==> config.mk <==
export PLATFORM = sky130hd
export DESIGN_NAME = pipeline_hazard_controller
export DESIGN_NICKNAME = d
export VERILOG_FILES = /design/src/rtl/hazard_ctrl_pkg.sv /design/src/rtl/load_use_detector.sv /design/src/rtl/pipeline_hazard_controller.sv
export SDC_FILE = /design/constraint.sdc
export NUM_CORES = 1
export LEC_CHECK = 0
export CORE_ASPECT_RATIO = 1.2
export CORE_MARGIN = 10
export CORE_UTILIZATION = 28
export CTS_BUF_LIST = sky130_fd_sc_hd__clkbuf_4 sky130_fd_sc_hd__clkbuf_8
export DETAILED_ROUTE_END_ITERATION = 10
export HOLD_SLACK_MARGIN = 0.1
export PLACE_DENSITY = 0.77
export SLEW_MARGIN = 20
export SYNTH_ARGS = -nofsm -noshare
export SYNTH_HDL_FRONTEND = slang
export SYNTH_SLANG_ARGS = --single-unit
==> constraint.sdc <==
create_clock -name CLK -period 1.54 [get_ports CLK]
set_clock_uncertainty 0.15 [all_clocks]
set_input_delay 0.154 -clock CLK [delete_from_list [all_inputs] [get_ports CLK]]
set_output_delay 0.154 -clock CLK [all_outputs]
set_load 0.1 [all_outputs]
==> src/rtl/hazard_ctrl_pkg.sv <==
// Shared encodings and widths for the pipeline hazard controller.
// Latency: n/a (declarations only). Backpressure: n/a.
// Saturating increment helper used by the optional perf counters.
package hazard_ctrl_pkg;

    localparam int REG_ADDR_W        = 5;
    localparam int PERF_CNT_W        = 16;
    localparam int INIT_DRAIN_CYCLES = 2;

    localparam logic [1:0] ST_INIT       = 2'd0;
    localparam logic [1:0] ST_RUN        = 2'd1;
    localparam logic [1:0] ST_FLUSH_PEND = 2'd2;

    typedef struct packed {
        logic pc_hold;
        logic if_id_hold;
        logic pipe_hold;
        logic if_id_flush;
        logic id_ex_flush;
    } hazard_ctl_t;

    function automatic logic [PERF_CNT_W-1:0] sat_inc(input logic [PERF_CNT_W-1:0] v);
        return (&v) ? v : v + 1'b1;
    endfunction

endpackage

==> src/rtl/load_use_detector.sv <==
// Flags an ID instruction that reads the destination of a load currently in EX.
// Latency: combinational. Backpressure: none; the FSM decides whether the flag is acted on.
// x0 is hardwired zero, so it can never carry a pending load result.
module load_use_detector
    import hazard_ctrl_pkg::*;
(
    input  logic [REG_ADDR_W-1:0] rs1_addr,
    input  logic [REG_ADDR_W-1:0] rs2_addr,
    input  logic                  uses_rs1,
    input  logic                  uses_rs2,
    input  logic                  ex_mem_read,
    input  logic [REG_ADDR_W-1:0] ex_rd_addr,
    output logic                  hazard
);

    assign hazard = ex_mem_read && (ex_rd_addr != '0) &&
                    ((uses_rs1 && (rs1_addr == ex_rd_addr)) ||
                     (uses_rs2 && (rs2_addr == ex_rd_addr)));

endmodule

==> src/rtl/pipeline_hazard_controller.sv <==
// Hold/flush control for a 5-stage pipeline; optional perf counters under HAZARD_PERF_CNT_EN.
// Latency: zero-cycle Mealy outputs from state plus inputs; counters update at the next edge.
// Backpressure: DMEM stall freezes everything; IMEM stall holds PC and drains downstream.
module pipeline_hazard_controller
    import hazard_ctrl_pkg::*;
(
    input  logic                  CLK,
    input  logic                  RESET,
    input  logic [REG_ADDR_W-1:0] ID_RS1_ADDR,
    input  logic [REG_ADDR_W-1:0] ID_RS2_ADDR,
    input  logic                  ID_USES_RS1,
    input  logic                  ID_USES_RS2,
    input  logic                  EX_MEM_READ,
    input  logic [REG_ADDR_W-1:0] EX_RD_ADDR,
    input  logic                  BRANCH_TAKEN,
    input  logic                  IMEM_BUSYWAIT,
    input  logic                  DMEM_BUSYWAIT,
    output logic                  PC_HOLD,
    output logic                  IF_ID_HOLD,
    output logic                  PIPE_HOLD,
    output logic                  IF_ID_FLUSH,
    output logic                  ID_EX_FLUSH,
    output logic [PERF_CNT_W-1:0] LU_STALL_CNT,
    output logic [PERF_CNT_W-1:0] FLUSH_CNT,
    output logic [PERF_CNT_W-1:0] MEM_WAIT_CNT
);

    localparam hazard_ctl_t CTL_INIT   = '{pc_hold: 1'b1, if_id_hold: 1'b0, pipe_hold: 1'b0,
                                           if_id_flush: 1'b1, id_ex_flush: 1'b1};
    localparam hazard_ctl_t CTL_FREEZE = '{pc_hold: 1'b1, if_id_hold: 1'b1, pipe_hold: 1'b1,
                                           if_id_flush: 1'b0, id_ex_flush: 1'b0};

    logic [1:0]  state;
    logic [1:0]  state_nxt;
    logic        drain_cnt;
    logic        lu_hazard;
    hazard_ctl_t ctl;

    load_use_detector u_lud (
        .rs1_addr    (ID_RS1_ADDR),
        .rs2_addr    (ID_RS2_ADDR),
        .uses_rs1    (ID_USES_RS1),
        .uses_rs2    (ID_USES_RS2),
        .ex_mem_read (EX_MEM_READ),
        .ex_rd_addr  (EX_RD_ADDR),
        .hazard      (lu_hazard)
    );

    always_comb begin
        ctl       = '0;
        state_nxt = state;
        if (RESET) begin
            ctl = CTL_INIT;
        end else begin
            case (state)
                ST_INIT: begin
                    ctl = CTL_INIT;
                    if (drain_cnt == 1'(INIT_DRAIN_CYCLES - 1)) state_nxt = ST_RUN;
                end
                ST_RUN: begin
                    if (DMEM_BUSYWAIT) begin
                        ctl = CTL_FREEZE;
                    end else if (BRANCH_TAKEN) begin
                        ctl.if_id_flush = 1'b1;
                        ctl.id_ex_flush = 1'b1;
                        state_nxt = IMEM_BUSYWAIT ? ST_FLUSH_PEND : ST_RUN;
                    end else if (lu_hazard) begin
                        ctl.pc_hold     = 1'b1;
                        ctl.if_id_hold  = 1'b1;
                        ctl.id_ex_flush = 1'b1;
                    end else if (IMEM_BUSYWAIT) begin
                        ctl.pc_hold     = 1'b1;
                        ctl.if_id_flush = 1'b1;
                    end
                end
                ST_FLUSH_PEND: begin
                    // The fetch in flight is wrong-path; discard it even on the cycle it returns.
                    if (DMEM_BUSYWAIT) begin
                        ctl = CTL_FREEZE;
                    end else begin
                        ctl.pc_hold     = 1'b1;
                        ctl.if_id_flush = 1'b1;
                        if (!IMEM_BUSYWAIT) state_nxt = ST_RUN;
                    end
                end
                default: begin
                    ctl       = CTL_INIT;
                    state_nxt = ST_INIT;
                end
            endcase
        end
    end

    always_ff @(posedge CLK) begin
        if (RESET) begin
            state     <= ST_INIT;
            drain_cnt <= 1'b0;
        end else begin
            state     <= state_nxt;
            drain_cnt <= (state == ST_INIT) ? ~drain_cnt : 1'b0;
        end
    end

    assign PC_HOLD     = ctl.pc_hold;
    assign IF_ID_HOLD  = ctl.if_id_hold;
    assign PIPE_HOLD   = ctl.pipe_hold;
    assign IF_ID_FLUSH = ctl.if_id_flush;
    assign ID_EX_FLUSH = ctl.id_ex_flush;

`ifdef HAZARD_PERF_CNT_EN
    logic lu_acc;
    logic branch_acc;

    assign lu_acc     = !RESET && (state == ST_RUN) && !DMEM_BUSYWAIT && !BRANCH_TAKEN && lu_hazard;
    assign branch_acc = !RESET && (state == ST_RUN) && !DMEM_BUSYWAIT && BRANCH_TAKEN;

    always_ff @(posedge CLK) begin
        if (RESET) begin
            LU_STALL_CNT <= '0;
            FLUSH_CNT    <= '0;
            MEM_WAIT_CNT <= '0;
        end else begin
            if (lu_acc)                          LU_STALL_CNT <= sat_inc(LU_STALL_CNT);
            if (branch_acc)                      FLUSH_CNT    <= sat_inc(FLUSH_CNT);
            if (DMEM_BUSYWAIT || IMEM_BUSYWAIT)  MEM_WAIT_CNT <= sat_inc(MEM_WAIT_CNT);
        end
    end
`else
    assign LU_STALL_CNT = '0;
    assign FLUSH_CNT    = '0;
    assign MEM_WAIT_CNT = '0;
`endif

endmodule

After elaboration in Yosys (flattened, before gate mapping)
Cells that the tools add are included.
- bits of input ports: 23
- bits in registers: 3
- multiplexer cells: 20
- reduce and logical (&&, ||, !) cells: 9
- bitwise logic cells: 2
- eq/ne operators: 9
- operators with widths (cell ; count):
    2-bit 2-to-1 mux ; 11
    5-bit equality test ; 2
    2-bit != test, second input constant ; 5
    5-bit case mux with 2 select lines ; 1
    1-bit 2-to-1 mux ; 6
    2-bit case mux with 3 select lines ; 1
    5-bit 2-to-1 mux ; 1
    5-bit AND reduction ; 1
    5-bit nonzero test ; 1
    1-bit logical AND ; 4
    2-bit by 1-bit equality test with 1-bit output, second input constant ; 1
    2-bit equality test, second input constant ; 1
    2-bit zero test ; 1
    1-bit inverter ; 2
    2-bit OR reduction ; 1
    1-bit logical OR ; 1

Logic depth before layout (Yosys ltp)
Gate-level depths: netlist (run 1).
- word-level depth: 9
- depth in mapped cells: 6
- mapped depth without buffers: 6

By module
A second synthesis (run 1) with hierarchy kept.
- cell total of the unflattened synthesis: 106
- area, all modules: 789.5 µm²
- modules (own cells, without submodules) (module ; instances ; cells an instance ; seq. area each (µm²) ; area an instance (µm²)):
    pipeline_hazard_controller ; 1 ; 89 ; 60.1 ; 655.6
    load_use_detector ; 1 ; 17 ; 0.0 ; 133.9

Worst setup path after synthesis (run 1)
OpenSTA, ideal clock, no wires.
- path kind: flip-flop to output port
- start point: register state[0]
- end point: output IF_ID_HOLD
- stages on the path, launching flop included: 6
- buffers on the path: 0
- path slack: -2.764 ns
- data required time: 1.236 ns
- arrival time: 4.000 ns
- cells stage by stage: dfxtp_1 inv_1 ha_1 nand2b_1 nor3b_1 o21bai_1
- word-level cells in the longest chain between the ends: 3
- RTL lines (element ; line ; RTL):
    from (decl) ; pipeline_hazard_controller.sv:33 ; logic [1:0] state;
    from (signal assigned) ; pipeline_hazard_controller.sv:99 ; state <= state_nxt;
    2-bit equality test / 2-bit by 1-bit equality test with 1-bit output (equally long branches) ; pipeline_hazard_controller.sv:55 ; case (state)
    5-bit case mux with 2 select lines (*) ; pipeline_hazard_controller.sv:55 ;
    5-bit 2-to-1 mux (*) ; pipeline_hazard_controller.sv:52 ; if (RESET) begin
    to (decl) ; pipeline_hazard_controller.sv:19 ; output logic IF_ID_HOLD,
Mark *: on every way between the ends. The rest lies on a longest branch, timed or not.

Final worst setup path (run 1)
Ends and elaborated chain as after synthesis.

==> impl_results.md, run 1 <==
* Status: finished with violations
* Failing checks: negative setup slack
* Detailed Place HPWL at 2178 um
* Synth Register Bits at 3
* CP Max Fanout at 5
* Worst EP arrival at 1.59 ns
* Unrepaired setup endpoints after global routing: yes
* Clk buf depth at 2
* PnR worst setup slack at -0.3568 ns
* Max-Cap Viols at 0
* Gr ovfl total at 0
* Yosys top cell area share at 0.4377
* GRT Resource Usage Total at 0.08459
* Mean Syn Cell Area at 7.553 um2
* Yosys synthesis warning count at 0
* Met3 WL post-DR at 205 um
* Routed wl met2 at 1324 um
* Period utilization at 1.232
* Initial antenna violation count at 0
* Seq/Total Area, Yosys at 0.07295
* Largest cells by area after synthesis: buf_4, xor2_1, dfxtp_1, ha_1, o21a_1
* Vias per inst at 3.911
* Worst-skew pair later-pin latency at 0.23 ns
* Main synth FF type: dfxtp_1
* CP Cell Sequence: buf_6 > ha_4 > nor2_4 > buf_6 > nor3b_4 > o21bai_4 > buf_12
* Count leader, synth: buf_4
* Slew Viols, Final at 0
* R2r setup slk at -0.15 ns
* Die height at 79.40 um
* Synthesized area at 823.3 um2
* Period minus WS final at 1.897 ns
* Power Dens Cells at 1339 nW/um2
* Post-Synth Simple-Gate Area at 0.1763
* Antenna cell count at 0
* Area Overhead vs Synth at 68.84%
* # port buffers at 27
* Critical path data required time at 1.24 ns
* Core Rows at 21
* Place WS at -0.6991 ns
* DRT met1 WL at 1021 um
* CP startpoint kind: flip-flop
* Fraction of synthesized cell area in xor and xnor cells at 0.1064
* Die W at 69.50 um
* Worst path max stage delay at 0.37 ns
* Compound-Gate Fraction of Synth Area at 0.1033
* Total number of vias at 751
* Top cell by count, worst path: buf_6
* Clock root buffer: clkbuf_4
* Fmax at 527.2 MHz
* Main combinational cell family by area after synthesis: buffers and inverters
* Final Non-Filler Cells at 192
* H-tree levels at 1
* Nets at 186
* Maximum vdd ir drop at 643.3 uV
* P_leak at 0.6390 nW
* Placed cells at 184
* WS Path Type: flip-flop to primary output
* Final wirelength at 2570 um
* Vias in the first global route at 862
* 1st-iter DRT viols at 5
* Hold Vio Cnt, Final at 0
* Final setup viols at 7
* CP Capture Type: primary output
* Fraction of synthesized area in multiplexers at 0.02432
* Routed Antenna Nets at 0
* Drt pass-1 iters at 2
* Share of post-route cells with drive strength above 1 at 0.3734
* Post-synthesis async set-or-reset flop share at 0
* Clk sinks at 3
* Clock Pin Slew Worst Setup and Hold Paths at 0.03 ns
* Top Family by Delay on Critical Path: buffers and inverters
* # DRC at 0
* Worst Path Buf+Inv at 3
* Post-synthesis adder-cell area fraction at 0.06079
* DR top layer: met4
* Post-synth EDFFs at 0
* FILL cells at 283
* Final Util at 0.4944
* Synth Instances at 109
* Critical-path top delay cell: dfxtp_4
* Synth cell count leaders: buf_4, xor2_1, nor2_1, ha_1, nand2_1
* Starting Density at 0.2928
* Inserted Clock Buffers at 3
* First-pass GRT wire length at 3967 um
* Core area at 2811 um2
* Io pins at 76
* GPL Wtd Cong at 0.8552
* Pin count of the biggest net entering global routing at 6
* CTS tree: done
* DIE AREA at 5518 um2
* Synth area leader: buf_4
* Hold Crit Class: flip-flop to flip-flop
* Post-synth cell types at 28
* Wire per inst at 13.39 um
final cells by class:
class / instances / area [um2] / share of cell area
Clock buffer: 4 / 30.03 / 0.02160
Multi-Input combinational cell: 102 / 765.7 / 0.5509
Sequential cell: 3 / 67.56 / 0.04860
Inverter: 3 / 16.27 / 0.01170
Timing Repair Buffer: 46 / 467.9 / 0.3366
Tap cell: 34 / 42.54 / 0.03060
power by group:
part	internal (mW)	total [mW]	switching (mW)	leakage, nW
logic	0.526	1.57	1.05	0.594
registers	0.109	0.138	0.0288	0.0261
clock network	0.114	0.151	0.0367	0.0184
layout by cell type (no fill, tap or decap), types with 2 or more instances in the layout:
master and n:
nand2_1 4, xor2_1 7, clkbuf_4 4, dlygate4sd2_1 7, inv_4 2, ha_4 3
conb_1 48, buf_12 5, o21ai_4 2, clkdlybuf4s15_1 3, xnor2_1 2, buf_6 6
clkdlybuf4s50_1 9, mux2i_1 2, nor2_1 4, dfxtp_4 2, o21a_1 2, nand3_2 2
nand2b_1 2, buf_4 13, nor2b_1 2
registers in the layout (all words and copies together), names as in the netlist:
register,cells
state,2
drain_cnt,1
layer usage:
layer,vias up,global-route usage
met5,-,0
li1,363,-
met1,336,0.09263
met4,0,0.03024
met2,50,0.1502
met3,2,0.02612
per-stage QoR:
step	total power [mW]	TNS, ns	hold WS, ns	instance area (um2)
6_report	1.861	-1.941	0.2825	1390
5_1_grt	1.939	-2.331	0.3075	1390
4_1_cts	1.852	-2.045	0.2920	1366
3_5_place_dp	1.512	-3.209	0.2864	1206
3_3_place_gp	1.489	-2.924	0.2555	1206
2_1_floorplan	1.270	-1.714	0.06897	1091
logic make-up after synthesis:
logic type	Yosys count
buffers and inverters	51
AND/OR/NAND/NOR	26
AO/OA/AOI/OAI	12
XOR/XNOR	10
adder cells (fa/ha/maj)	4
flip-flops	3
multiplexers	2
other	1
path summary, 6_finish.rpt:
kind	start	endpoint	cells past startpoint
setup reg to reg	state[0]	state[1]	7
hold / removal	drain_cnt	drain_cnt	1
hold reg to reg	drain_cnt	drain_cnt	1
setup / recovery	state[0]	IF_ID_HOLD	7
what timing repair did:
item	4_1_cts	5_1_grt
hold buffers	0	0
pin swaps	20	9
setup endpoints to repair	7	7
resized for setup	45	7
endpoints found under the hold margin	0	0
setup buffers	4	0
No activity file was read; power rests on OpenSTA's default activity.
==> run 2, diff against run 1 <==
Settings changed: SKIP_LAST_GASP set to 1.
==> results of run 2 <==
No change in the layout: final DEF, timing and power equal those of run 1.
